File: src/rtl/uart_pkg.sv
// Shared types and constants for the 16x-oversampled UART receiver.
package uart_pkg;

    localparam int OVERSAMPLE        = 16;
    localparam int SAMPLE_MID        = 7;
    localparam int DATA_BITS_DEFAULT = 8;

    typedef enum logic [2:0] {
        IDLE,
        START,
        DATA,
        PARITY,
        STOP
    } rx_state_e;

    // Value the parity bit must carry for the given data word.
    function automatic logic parity_expect(input logic [7:0] data, input logic odd);
        return (^data) ^ odd;
    endfunction

endpackage

File: src/rtl/uart_rx_sync.sv
// Two-flop synchronizer for an asynchronous single-bit input.
module uart_rx_sync #(
    parameter logic RESET_VAL = 1'b1
) (
    input  logic clk,
    input  logic rst_n,
    input  logic d_i,
    output logic q_o
);

    logic meta_q;
    logic sync_q;

    always_ff @(posedge clk or negedge rst_n) begin
        if (!rst_n) begin
            meta_q <= RESET_VAL;
            sync_q <= RESET_VAL;
        end else begin
            meta_q <= d_i;
            sync_q <= meta_q;
        end
    end

    assign q_o = sync_q;

endmodule

File: src/rtl/uart_rx.sv
// UART receiver: 16x oversampling, 5..8 data bits, optional parity, one-deep
// output register with valid/ready handshake and overrun reporting.
module uart_rx
    import uart_pkg::*;
#(
    parameter int DATA_BITS = DATA_BITS_DEFAULT
) (
    input  logic                 clk,
    input  logic                 rst_n,
    input  logic                 tick_16x,
    input  logic                 rxd,
    input  logic                 parity_en,
    input  logic                 parity_odd,
    output logic [DATA_BITS-1:0] rx_data,
    output logic                 rx_valid,
    input  logic                 rx_ready,
    output logic                 frame_err,
    output logic                 parity_err,
    output logic                 overrun
);

    localparam logic [3:0] TICK_LAST = 4'(OVERSAMPLE - 1);
    localparam logic [3:0] TICK_MID  = 4'(SAMPLE_MID);
    localparam logic [2:0] BIT_LAST  = 3'(DATA_BITS - 1);

    logic rxd_s;

    rx_state_e            state_q, state_d;
    logic [3:0]           tick_cnt_q, tick_cnt_d;
    logic [2:0]           bit_cnt_q, bit_cnt_d;
    logic [DATA_BITS-1:0] shift_q, shift_d;
    logic                 par_en_q, par_en_d;
    logic                 par_odd_q, par_odd_d;
    logic                 perr_q, perr_d;
    logic                 ferr_q, ferr_d;
    logic                 done_q, done_d;
    logic [DATA_BITS-1:0] rx_data_q, rx_data_d;
    logic                 rx_valid_q, rx_valid_d;
    logic                 frame_err_q, frame_err_d;
    logic                 parity_err_q, parity_err_d;
    logic                 overrun_q, overrun_d;

    uart_rx_sync #(
        .RESET_VAL(1'b1)
    ) u_sync (
        .clk  (clk),
        .rst_n(rst_n),
        .d_i  (rxd),
        .q_o  (rxd_s)
    );

    always_ff @(posedge clk or negedge rst_n) begin
        if (!rst_n) begin
            state_q      <= IDLE;
            tick_cnt_q   <= '0;
            bit_cnt_q    <= '0;
            shift_q      <= '0;
            par_en_q     <= 1'b0;
            par_odd_q    <= 1'b0;
            perr_q       <= 1'b0;
            ferr_q       <= 1'b0;
            done_q       <= 1'b0;
            rx_data_q    <= '0;
            rx_valid_q   <= 1'b0;
            frame_err_q  <= 1'b0;
            parity_err_q <= 1'b0;
            overrun_q    <= 1'b0;
        end else begin
            state_q      <= state_d;
            tick_cnt_q   <= tick_cnt_d;
            bit_cnt_q    <= bit_cnt_d;
            shift_q      <= shift_d;
            par_en_q     <= par_en_d;
            par_odd_q    <= par_odd_d;
            perr_q       <= perr_d;
            ferr_q       <= ferr_d;
            done_q       <= done_d;
            rx_data_q    <= rx_data_d;
            rx_valid_q   <= rx_valid_d;
            frame_err_q  <= frame_err_d;
            parity_err_q <= parity_err_d;
            overrun_q    <= overrun_d;
        end
    end

    // Frame FSM: every action is gated by the oversampling tick.
    always_comb begin
        state_d    = state_q;
        tick_cnt_d = tick_cnt_q;
        bit_cnt_d  = bit_cnt_q;
        shift_d    = shift_q;
        par_en_d   = par_en_q;
        par_odd_d  = par_odd_q;
        perr_d     = perr_q;
        ferr_d     = ferr_q;
        done_d     = 1'b0;
        if (tick_16x) begin
            case (state_q)
                IDLE: begin
                    if (!rxd_s) begin
                        state_d    = START;
                        tick_cnt_d = '0;
                    end
                end
                START: begin
                    if (tick_cnt_q == TICK_MID) begin
                        if (!rxd_s) begin
                            state_d    = DATA;
                            tick_cnt_d = '0;
                            bit_cnt_d  = '0;
                            par_en_d   = parity_en;
                            par_odd_d  = parity_odd;
                            perr_d     = 1'b0;
                        end else begin
                            state_d = IDLE;
                        end
                    end else begin
                        tick_cnt_d = tick_cnt_q + 4'd1;
                    end
                end
                DATA: begin
                    tick_cnt_d = tick_cnt_q + 4'd1;
                    if (tick_cnt_q == TICK_LAST) begin
                        shift_d   = {rxd_s, shift_q[DATA_BITS-1:1]};
                        bit_cnt_d = bit_cnt_q + 3'd1;
                        if (bit_cnt_q == BIT_LAST) begin
                            state_d = par_en_q ? PARITY : STOP;
                        end
                    end
                end
                PARITY: begin
                    tick_cnt_d = tick_cnt_q + 4'd1;
                    if (tick_cnt_q == TICK_LAST) begin
                        perr_d  = (rxd_s != parity_expect(8'(shift_q), par_odd_q));
                        state_d = STOP;
                    end
                end
                STOP: begin
                    tick_cnt_d = tick_cnt_q + 4'd1;
                    if (tick_cnt_q == TICK_LAST) begin
                        ferr_d  = !rxd_s;
                        done_d  = 1'b1;
                        state_d = IDLE;
                    end
                end
                default: state_d = IDLE;
            endcase
        end
    end

    // A completed frame loads if the slot is empty or being accepted this clk.
    always_comb begin
        rx_data_d    = rx_data_q;
        rx_valid_d   = rx_valid_q;
        frame_err_d  = frame_err_q;
        parity_err_d = parity_err_q;
        overrun_d    = 1'b0;
        if (done_q) begin
            if (!rx_valid_q || rx_ready) begin
                rx_data_d    = shift_q;
                frame_err_d  = ferr_q;
                parity_err_d = perr_q;
                rx_valid_d   = 1'b1;
            end else begin
                overrun_d = 1'b1;
            end
        end else if (rx_valid_q && rx_ready) begin
            rx_valid_d = 1'b0;
        end
    end

    assign rx_data    = rx_data_q;
    assign rx_valid   = rx_valid_q;
    assign frame_err  = frame_err_q;
    assign parity_err = parity_err_q;
    assign overrun    = overrun_q;

endmodule

File: config.mk
export PLATFORM = sky130hd
export DESIGN_NAME = uart_rx
export DESIGN_NICKNAME = d
export VERILOG_FILES = /design/src/rtl/uart_pkg.sv /design/src/rtl/uart_rx_sync.sv /design/src/rtl/uart_rx.sv
export SDC_FILE = /design/constraint.sdc
export NUM_CORES = 1
export LEC_CHECK = 0
export CORE_MARGIN = 2
export CORE_UTILIZATION = 30
export DETAILED_ROUTE_END_ITERATION = 8
export PLACE_DENSITY_LB_ADDON = 0.05
export SETUP_SLACK_MARGIN = 0.02
export SLEW_MARGIN = 20
export SYNTH_ARGS = -nofsm -noshare
export SYNTH_HDL_FRONTEND = slang
export SYNTH_SLANG_ARGS = --single-unit
File: constraint.sdc
create_clock -name clk -period 2.1 [get_ports clk]
set_clock_uncertainty 0.15 [all_clocks]
set_input_delay 0.42 -clock clk [delete_from_list [all_inputs] [get_ports clk]]
set_output_delay 0.42 -clock clk [all_outputs]
set_load 0.01 [all_outputs]
==> impl_metrics.json <==
{
  "status": "completed",
  "drive_gt1_frac": 0.256,
  "detailedPlace.worstSlack_ns": -0.0160,
  "path_clk_slew_ns": 0.07,
  "slew_violations": 0,
  "routed_wl_um": 3310,
  "p_leak_nw": 1.03,
  "cts_tree": "done",
  "worst_slew_pin_slew_ns": 0.478,
  "area_growth_pct": 23.4,
  "die_area_um2": 6630,
  "syn_nets": 151,
  "drc": 0,
  "cp_max_fo": 8,
  "max_freq_ghz": 0.508,
  "start_util": 0.308,
  "die_x_um": 81.4,
  "crit_path_start_kind": "register",
  "pin_count": 19,
  "met2_length_um": 1490,
  "ant_nets": 0,
  "worstPathArrival_ns": 1.99,
  "netlist_area_um2": 1800,
  "fin_crit_sh": 0.938,
  "dr_total_vias": 1123,
  "end_kind": "register",
  "ys_seq_area_frac": 0.516,
  "layout_setup_ws_ns": 0.130,
  "core_um2": 5850,
  "synth_warnings": 0,
  "grt_max_degree": 21,
  "setup_viol": 0,
  "cap_violations": 0,
  "synth_cells": 141,
  "antenna_cells": 0,
  "ir_worst_vdd_uv": 366,
  "syn_area_per_cell_um2": 12.8,
  "cts_root_buf": "clkbuf_8",
  "cts.sinks": 37,
  "final_cell_mix": "dfrtp_1, clkdlybuf4s50_1, mux2_2, inv_1, nand2_1",
  "synthFlopType": "dfrtp_1",
  "antenna_found_initial": 0,
  "ys_types": 43,
  "wl_met1_um": 1640,
  "routedWlPerCell_um": 13.6,
  "place.detailed.hpwl_um": 2420,
  "first_iter_violations": 33,
  "gp_congestion": 0.807,
  "whs_ns": 0.208,
  "clk_latency_ns": 0.28,
  "grt_pass1_vias": 1145,
  "routed.top_layer": "met4",
  "grtUsageTotal": 0.116,
  "powerDensity_nw_per_um2": 912,
  "cts-htree-levels": 2,
  "avgViaCountPerCell": 4.62,
  "final_cells": 243,
  "rows": 28,
  "hold_class": "reg -> reg",
  "grt_setup_unrepaired": "false",
  "layout.nets": 178,
  "io_buffers": 18,
  "clk_path_buf_depth": 2,
  "cts_made_buffers": 5,
  "final_common_cell": "dfrtp_1",
  "wl_met3_um": 125,
  "synth_edf_count": 0,
  "grt-ovfl-total": 0,
  "cts_resized": 0,
  "yosysTopAreaCell": "dfrtp_1",
  "ys_top_cells_by_area": "dfrtp_1, mux2_2, mux2_1",
  "dp_cells": 235,
  "ys_seq_elements": 37,
  "synthArstFlopShare": 1.00,
  "grt_pass1_wl_um": 5710,
  "dr.pass1.iters": 4,
  "fin_crit_ns": 1.97,
  "die_y_um": 81.4,
  "slew_headroom": 0.682,
  "hold_viol_final": 0,
  "critPathKind": "reg -> reg",
  "crit_required_ns": 2.12,
  "yosysTopAreaCellShare": 0.487
}
==> worst paths after layout <==
| path | startpoint | end | slack, ns | depth (start not counted) |
|---|---|---|---|---|
| max | tick_cnt_q[0] | shift_q[6] | 0.13 | 4 |
| min | u_sync.meta_q | u_sync.q_o | 0.21 | 0 |
| max reg2reg | tick_cnt_q[0] | shift_q[6] | 0.13 | 4 |
| min reg2reg | u_sync.meta_q | u_sync.q_o | 0.21 | 0 |
| max in group asynchronous | rst_n | u_sync.q_o | 0.77 | 3 |
| min in group asynchronous | rst_n | overrun | 0.47 | 2 |
==> per-layer routing <==
layer / vias to the layer above / GRT usage
met1: 547 / 0.155
met5: - / 0
met2: 21 / 0.174
met3: 6 / 0.0330
li1: 549 / -
met4: 0 / 0.0508
==> cells by family after synthesis <==
family	synth area share
buf+inv	0.0382
xor+xnor	0.0466
compound gates	0.0835
simple gates	0.121
flops	0.516
fa+ha+maj	0.0209
mux	0.174
==> final cells by class <==
cell class / count / area (µm²)
clock buffer: 5 / 68.8
clock inverter: 2 / 35.0
fill: 561 / 3630
inverter: 8 / 30.0
multi-input combinational: 90 / 802
sequential: 37 / 928
tap: 75 / 93.8
timing repair buffer: 26 / 263
==> power by group <==
| part | total, W | internal (W) | switching (W) |
|---|---|---|---|
| registers | 0.000938 | 0.000800 | 0.000138 |
| logic | 0.000498 | 0.000261 | 0.000237 |
| clock network | 0.000588 | 0.000345 | 0.000243 |
| total | 0.00202 | 0.00141 | 0.000619 |
==> repair_timing <==
action,in CTS,in global routing
setup buffers,0,0
hold buffers,1,0
hold endpoints to repair,17,0
==> critical path, stage by stage, from the launching register on <==
cell	delay [ns]
dfrtp_1	0.42
ha_1	0.38
nand4_1	0.24
nor2_4	0.30
mux2_2	0.36
==> sequential cells by signal, summed over array words and instances (netlist names), 3 cells and up <==
register,flops
shift_q,8
state_q,3
tick_cnt_q,4
bit_cnt_q,3
rx_data,8
==> Yosys cell counts (all sizes together), types with 2 or more instances <==
| master | count |
|---|---|
| ha | 3 |
| xnor2 | 6 |
| a21boi | 2 |
| nor2b | 3 |
| dfstp | 2 |
| mux2i | 5 |
| nand3 | 4 |
| nor3b | 3 |
| nor2 | 5 |
| nand2b | 2 |
| mux2 | 23 |
| o21ai | 6 |
| nor3 | 2 |
| buf | 5 |
| dfrtp | 35 |
| inv | 8 |
| nand4 | 3 |
| nand2 | 8 |
==> through the flow <==
stage	total power, W	area, µm²	utilization	setup TNS [ns]
2_1_floorplan	0.00132	1800	-	0
3_3_place_gp	0.00143	2110	0.360	0
3_5_place_dp	0.00145	2110	0.360	-0.0851
4_1_cts	0.00205	2220	0.380	0
5_1_grt	0.00217	2220	0.380	0
6_report	0.00202	2220	0.380	0
(Power assumes the default switching activity.)
